<file path="src/rtl/mem_access_unit.sv">
// Serial data-memory access unit: splits CPU byte/half/word loads and stores into
// consecutive little-endian SRAM byte accesses while stalling the memory stage.
module mem_access_unit #(
    parameter int ADDR_W = 16,
    parameter int DATA_W = 32
) (
    input  logic              clk,
    input  logic              rst,
    input  logic              req_valid,
    input  logic              req_we,
    input  logic [1:0]        req_size,
    input  logic              req_unsigned,
    input  logic [ADDR_W-1:0] req_addr,
    input  logic [DATA_W-1:0] req_wdata,
    output logic              stall,
    output logic [DATA_W-1:0] rdata,
    output logic              rdata_valid,
    output logic              misaligned,
    output logic [ADDR_W-1:0] sram_addr,
    output logic              sram_we,
    output logic [7:0]        sram_wdata,
    input  logic [7:0]        sram_rdata
);

    typedef enum logic [1:0] {
        IDLE = 2'd0,
        XFER = 2'd1,
        DONE = 2'd2
    } state_t;

    state_t              state_r;
    logic [1:0]          cnt_r;
    logic [ADDR_W-1:0]   addr_r;
    logic                we_r;
    logic [1:0]          size_r;
    logic                unsigned_r;
    logic [DATA_W-1:0]   wdata_r;
    logic [31:0]         buf_r;
    logic [DATA_W-1:0]   rdata_r;
    logic                rdata_valid_r;

    logic                req_ok_s;
    logic                accept_s;
    logic                reject_s;
    logic                xfer_s;
    logic                last_s;
    logic [31:0]         buf_next_s;

    function automatic logic is_aligned(input logic [1:0] size, input logic [1:0] lsb);
        logic ok;
        case (size)
            2'b00:   ok = 1'b1;
            2'b01:   ok = (lsb[0] == 1'b0);
            2'b10:   ok = (lsb == 2'b00);
            default: ok = 1'b0;
        endcase
        return ok;
    endfunction

    function automatic logic [1:0] last_index(input logic [1:0] size);
        logic [1:0] idx;
        case (size)
            2'b00:   idx = 2'd0;
            2'b01:   idx = 2'd1;
            2'b10:   idx = 2'd3;
            default: idx = 2'd0;
        endcase
        return idx;
    endfunction

    function automatic logic [31:0] extend_load(input logic [31:0] b, input logic [1:0] size,
                                                input logic uns);
        logic [31:0] res;
        case (size)
            2'b00:   res = {{24{~uns & b[7]}}, b[7:0]};
            2'b01:   res = {{16{~uns & b[15]}}, b[15:0]};
            default: res = b;
        endcase
        return res;
    endfunction

    // Request decode, SRAM port steering and the combinational stall/reject lines.
    always_comb begin
        req_ok_s   = is_aligned(req_size, req_addr[1:0]);
        accept_s   = (state_r == IDLE) && req_valid && req_ok_s;
        reject_s   = (state_r == IDLE) && req_valid && !req_ok_s;
        xfer_s     = (state_r == XFER);
        last_s     = (cnt_r == last_index(size_r));
        stall      = xfer_s || accept_s;
        misaligned = reject_s;
        sram_we    = xfer_s && we_r;
        sram_addr  = xfer_s ? (addr_r + {{(ADDR_W-2){1'b0}}, cnt_r}) : req_addr;
        buf_next_s = buf_r;
        case (cnt_r)
            2'd0: begin
                sram_wdata       = wdata_r[7:0];
                buf_next_s[7:0]  = sram_rdata;
            end
            2'd1: begin
                sram_wdata       = wdata_r[15:8];
                buf_next_s[15:8] = sram_rdata;
            end
            2'd2: begin
                sram_wdata        = wdata_r[23:16];
                buf_next_s[23:16] = sram_rdata;
            end
            2'd3: begin
                sram_wdata        = wdata_r[31:24];
                buf_next_s[31:24] = sram_rdata;
            end
            default: begin
                sram_wdata = 8'h00;
            end
        endcase
    end

    // Transfer sequencer; the load result is assembled on the last XFER edge so it
    // is already valid, together with its pulse, throughout the DONE cycle.
    always_ff @(posedge clk or posedge rst) begin
        if (rst) begin
            state_r       <= IDLE;
            cnt_r         <= 2'd0;
            addr_r        <= {ADDR_W{1'b0}};
            we_r          <= 1'b0;
            size_r        <= 2'b00;
            unsigned_r    <= 1'b0;
            wdata_r       <= {DATA_W{1'b0}};
            buf_r         <= 32'h0000_0000;
            rdata_r       <= {DATA_W{1'b0}};
            rdata_valid_r <= 1'b0;
        end else begin
            rdata_valid_r <= 1'b0;
            case (state_r)
                IDLE: begin
                    if (accept_s) begin
                        addr_r     <= req_addr;
                        we_r       <= req_we;
                        size_r     <= req_size;
                        unsigned_r <= req_unsigned;
                        wdata_r    <= req_wdata;
                        cnt_r      <= 2'd0;
                        state_r    <= XFER;
                    end else begin
                        state_r    <= IDLE;
                    end
                end
                XFER: begin
                    if (!we_r) begin
                        buf_r <= buf_next_s;
                    end else begin
                        buf_r <= buf_r;
                    end
                    if (last_s) begin
                        state_r <= DONE;
                        if (!we_r) begin
                            rdata_r       <= extend_load(buf_next_s, size_r, unsigned_r);
                            rdata_valid_r <= 1'b1;
                        end else begin
                            rdata_r       <= rdata_r;
                        end
                    end else begin
                        cnt_r <= cnt_r + 2'd1;
                    end
                end
                DONE: begin
                    cnt_r   <= 2'd0;
                    state_r <= IDLE;
                end
                default: begin
                    cnt_r   <= 2'd0;
                    state_r <= IDLE;
                end
            endcase
        end
    end

    assign rdata       = rdata_r;
    assign rdata_valid = rdata_valid_r;

endmodule

</file>
<file path="config.mk">
export PLATFORM = sky130hd
export DESIGN_NAME = mem_access_unit
export DESIGN_NICKNAME = d
export VERILOG_FILES = /design/src/rtl/mem_access_unit.sv
export SDC_FILE = /design/constraint.sdc
export NUM_CORES = 1
export LEC_CHECK = 0
export CORE_ASPECT_RATIO = 1.2
export CORE_MARGIN = 10
export CORE_UTILIZATION = 40
export DETAILED_ROUTE_END_ITERATION = 12
export GPL_TIMING_DRIVEN = 1
export HOLD_SLACK_MARGIN = 0.15
export PLACE_DENSITY_LB_ADDON = 0.12
export SLEW_MARGIN = 20
export SYNTH_ARGS = -nofsm -noshare
export SYNTH_HDL_FRONTEND = slang
export SYNTH_SLANG_ARGS = --single-unit
</file>
<file path="constraint.sdc">
create_clock -name clk -period 5.65 [get_ports clk]
set_input_delay 1.13 -clock clk [delete_from_list [all_inputs] [get_ports clk]]
set_output_delay 1.13 -clock clk [all_outputs]
set_load 0.1 [all_outputs]
</file>
== After elaboration in Yosys (flattened, before gate mapping) ==
Index checks and enable logic that the tools add are counted.
Word-level totals
  register bits: 121
  bits of input ports: 63
  output and inout port bits: 60
  word-level logic and storage cells: 62
Operators by class
  $add $sub $neg: 2
  equality and inequality tests: 12
  muxes and demuxes: 18
  bitwise operators: 5
  reduce and logical (&&, ||, !) cells: 15
Operators by type and width (number)
  $pmux W32 S2: 1
  $mux W8: 4
  $pmux W8 S4: 1
  $add A16 B2 Y16: 1
  $mux W16: 1
  $pmux W2 S2: 3
  $logic_not A2 Y1: 5
  $eq A2 B1 Y1 const B: 4
  $eq A2 B2 Y1 const B: 4
  $mux W2: 3
  $reduce_and A2 Y1: 3
  $logic_and A1 B1 Y1: 4
  $mux W1: 4
  $ne A2 B2 Y1 const B: 2
  $not A1 Y1: 3
  $pmux W1 S3: 1
  $reduce_and A3 Y1: 1
  $add A2 B1 Y2 const B: 1
  $and A1 B1 Y1: 2
  $eq A2 B2 Y1: 1
  $ne A2 B1 Y1 const B: 1
  $logic_not A1 Y1: 1
  $logic_or A1 B1 Y1: 1

== Depth between registers and ports, before layout ==
  depth after elaboration: 5
  mapped depth: 8
  gate-level depth less buffers: 7

== Worst setup path after synthesis ==
No wires, ideal clock.
  kind: register -> output
  start: reg cnt_r[0]
  end: out sram_addr[12]
  data arrival time: 3867 ps
  data required time: 4520 ps
  path slack: 653 ps
  stages on the path, launching flop included: 8
  buffers on the path: 0
  cell sequence: dfrtp_1 ha_1 inv_1 fa_1 nand3b_2 nor4_1 xnor2_1 o21ai_0
Between the ends
  cells in the longest elaborated chain, start to end: 2
Ends and longest elaborated chain
  start: declaration: line 32  | logic [1:0] cnt_r;
  start signal: assignment: line 162  | cnt_r <= cnt_r + 2'd1;
  $add A16 B2 Y16: line 92  | sram_addr = xfer_s ? (addr_r + {{(ADDR_W-2){1'b0}}, cnt_r}) : req_addr;
  $mux W16: line 92
  end: declaration: line 19  | output logic [ADDR_W-1:0] sram_addr,
Every way passes these cells.

== Worst setup path after layout ==
  start: reg cnt_r[0]
  end: out sram_addr[10]
Same word-level chain as after synthesis.

==> results by stage <==
GRT:
- The number of antenna violations at the first check in global routing was 0.
- In the global route stage, overall resource usage came out at 14.8%.
- The pin count of the biggest net entering global routing is 58.
- The first global-routing pass estimated 22.9 mm of wire.
- The number of global-route vias before repair is between 4000 and 5000.
- The global-route congestion overflow total is 0.

Min path:
- The tightest min-delay check is of the flop to flop type.
- Counting instances, the worst hold path has a depth of 1.

Route:
- After detailed routing, the met2 layer carries 6.74 mm of wire.
- The first routing iteration left 267 violations.
- Dividing the detail-routed wire length by the instance count gives 18.4 µm.
- Routed signal wires occupy layers up through met4.
- The number of nets with antenna violations after routing is 0.
- The count of unresolved DRC violations after routing is 0.
- The wire length on met3 is 827 µm.
- The pre-antenna-repair detailed-routing pass consisted of 4 iterations.
- After detailed routing, the wire length on met1 is between 6 and 7 mm.
- The routed via count divided by cell count is 5.26.
- The via count is 4119.
- The overall routed net length is around 14 mm.

Floorplanning:
- The core region is roughly 0.014 mm².
- The overall die width is 130 µm.
- The number of placed I/O pins is 123.
- The floorplan step defined a die boundary enclosing 0.0198 mm².
- Once the floorplan was initialized, standard cells occupied 40.6% of the core.
- In this run the core area contains 48 standard-cell rows.
- The die outline height is 152 µm.

Clock network:
- TritonCTS built the clock tree.
- Counting every sink on the clock net gives 121.
- The clock-pin slew of the registers on the worst-case setup and hold paths is ~60 ps.
- The count of H-tree levels built during CTS is 4.
- For the worst-skew pair, the clock arrives at the later sink with an insertion delay of between 400 and 500 ps.
- Gates resized during post-CTS repair numbered 0.
- The TritonCTS buffer count is 17.
- The cts-stage hold buffer count is 0.
- The cell chosen for the clock root is sky130_fd_sc_hd__clkbuf_16.
- The number of buffers added for setup after CTS is 0.
- In this run the deepest clock path goes through 2 buffers.

Logic synthesis:
- The synthesized netlist contains 43 unique library cells.
- The synthesized flop and latch total is 121.
- The cell area that synthesis handed to floorplanning was a little under 0.006 mm².
- The library cell occupying the most area in the post-synthesis netlist is sky130_fd_sc_hd__dfrtp_1.
- In the synthesized netlist, the cells that appear most often are sky130_fd_sc_hd__dfrtp_1 (121), sky130_fd_sc_hd__mux2_2 (78), sky130_fd_sc_hd__mux2i_1 (41).
- The portion of the post-synthesis area used by sequential elements is between 50% and 60%.
- The number of flops mapped to enable cells by yosys is 0.
- The largest family of logic cells by synthesized area is multiplexers.
- Among all flip-flop cells after synthesis, the most frequent one is sky130_fd_sc_hd__dfrtp_1.
- The average footprint of a synthesized cell is between 10 and 15 µm².
- The share of Yosys cell area claimed by the top area cell type is 52.1%.
- Yosys printed 0 warnings.
- Counting every net in the synthesized netlist gives between 500 and 600.
- Of the total synthesized cell area, the portion taken by AND, OR, NAND and NOR gates is a little over 7%.
- The share of the synthesized area in compound gates (AO/OA/AOI/OAI) is 9.35%.
- Ranked by total cell area, the synthesized netlist is headed by sky130_fd_sc_hd__dfrtp_1 (52%), sky130_fd_sc_hd__mux2_2 (15%), sky130_fd_sc_hd__mux2i_1 (7.1%).
- Among all cell types in the netlist, the one instantiated most often is sky130_fd_sc_hd__dfrtp_1.
- The xor/xnor cell area share of the yosys netlist is 2.11%.
- The share of synthesized cell area in full adder, half adder and majority cells is 2.28%.
- The gate count of the mapped netlist is 478.
- The share of synthesized flip-flops with an asynchronous set or reset is 100%.
- Of the post-synthesis cell area, the part taken by muxes is 23.5%.

Placed design:
- The half-perimeter wire length after detailed placement is 10.0 mm.
- The number of placed instances, taps included, is approximately 750.
- The quantity of I/O buffers inserted on ports is 122.
- The final weighted congestion in routability-driven placement is 0.759.

STA:
- Setup repair after global routing left no endpoint under its margin.
- The max-slew violation total from the final report is 0.
- The number of setup violations in the final report is 0.
- Of the available clock period, the critical path in the final layout requires a little over four fifths.
- The remaining max-slew budget at the tightest pin is 32.5%.
- The worst clock skew is 4.91 ps.
- For the pin with the worst max-slew slack, the measured transition is 1010 ps.
- The smallest clock period supported by the final layout is computed as approximately 4700 ps.
- The top achievable clock speed is about 210 MHz.
- After routing, the total negative slack on setup checks comes to 0 ps.
- The hold violation total from the final report is 0.

Critical path:
- STA puts the critical path data required time at 4520 ps.
- At the worst endpoint, the arrival time is between 3000 and 4000 ps.
- The worst register-to-register path has a depth of 5.
- Along the worst path, the maximum fanout reaches 7.
- The kind of launch point of the worst setup path is a flop.
- The critical path is of the flop to output port type.
- The endpoint class of the critical path is an output port.

Finish:
- The synthesis-to-finish area growth is 34.7%.
- Cells with a size suffix above 1 make up 20.9% of the layout.
- The final layout contains 668 nets.
- The repair_antennas step left the layout with diodes totalling 0.
- Once layout is complete, the cells apart from fillers number about 780.

Run:
- The max capacitance violation total is 0.

Outcome:
- The run finished with clean final reports.
-- logic make-up after synthesis --
logic type	count (synthesis)
and+or+nand+nor	86
xor gates and xnor gates	14
buffers and inverters	47
DFF	121
muxes	126
adders and majority gates	10
AOI/OAI and AO/OA	74
-- area by class of cell --
cell class | instances | area (µm²)
clock inverter | 10 | 164
tap | 175 | 219
inverter | 18 | 70.1
multi-input combinational | 310 | 2610
timing repair buffer | 127 | 1250
fill | 1278 | 6470
clock buffer | 22 | 484
sequential | 121 | 3030
-- placed cells by master, fill, tap and decap left out, types with 8 or more instances in the layout --
| master | instances |
|---|---|
| sky130_fd_sc_hd__nor2_1 | 31 |
| sky130_fd_sc_hd__dfrtp_1 | 121 |
| sky130_fd_sc_hd__o211ai_1 | 8 |
| sky130_fd_sc_hd__a222oi_1 | 8 |
| sky130_fd_sc_hd__inv_1 | 17 |
| sky130_fd_sc_hd__o21ai_0 | 14 |
| sky130_fd_sc_hd__buf_4 | 9 |
| sky130_fd_sc_hd__mux2_2 | 78 |
| sky130_fd_sc_hd__ha_1 | 9 |
| sky130_fd_sc_hd__nand2_1 | 24 |
| sky130_fd_sc_hd__o21a_1 | 9 |
| sky130_fd_sc_hd__clkdlybuf4s50_1 | 118 |
| sky130_fd_sc_hd__mux2i_1 | 41 |
| sky130_fd_sc_hd__a21oi_1 | 9 |
| sky130_fd_sc_hd__o22a_1 | 17 |
| sky130_fd_sc_hd__xnor2_1 | 8 |
| sky130_fd_sc_hd__clkbuf_16 | 17 |
-- flip-flops by register name, summed over array words and instances (netlist names), 2 cells and up --
name     count
buf_r       32
rdata       32
wdata_r     32
addr_r      16
cnt_r        2
size_r       2
state_r      2
-- metrics by stage --
| stage | area [µm²] | utilization, % | hold WS [ps] | setup WS [ps] |
|---|---|---|---|---|
| 4_1_cts | 7810 | 54.7 | 495 | 885 |
| 5_1_grt | 7830 | 54.7 | 500 | 708 |
| 3_3_place_gp | 7160 | 50.1 | 472 | 1420 |
| 3_5_place_dp | 7160 | 50.1 | 483 | 1390 |
| 6_report | 7830 | 54.7 | 488 | 932 |
| 2_1_floorplan | 5810 | - | 458 | 653 |
-- worst max-delay path: stages, from the launching register on --
cell,delay (ps)
sky130_fd_sc_hd__dfrtp_1,470
sky130_fd_sc_hd__ha_1,230
sky130_fd_sc_hd__inv_1,60
sky130_fd_sc_hd__fa_1,400
sky130_fd_sc_hd__nand3b_2,310
sky130_fd_sc_hd__nor3_1,270
sky130_fd_sc_hd__xnor2_1,90
sky130_fd_sc_hd__o21ai_0,160
sky130_fd_sc_hd__clkdlybuf4s50_1,1170
-- final timing paths --
| kind | startpoint | endpoint | slack [ps] |
|---|---|---|---|
| setup reg to reg | cnt_r[1] | rdata[29] | 2840 |
| setup / recovery | cnt_r[0] | sram_addr[10] | 930 |
| min in group asynchronous | rst | wdata_r[2] | 1200 |
| hold / removal | rdata[14] | rdata[14] | 490 |
| max in group asynchronous | rst | buf_r[1] | 3520 |
| hold reg to reg | rdata[14] | rdata[14] | 490 |
-- metal layers --
metal  GRT usage, %  up-vias
met1           18.8     2051
li1               -     1951
met3           5.05       23
met4           5.95        0
met2           22.5       94
met5              0        -
Power is left out: the tool's default activity adds up to more than one toggle a clock period on the data nets, which glitch-free logic cannot reach.
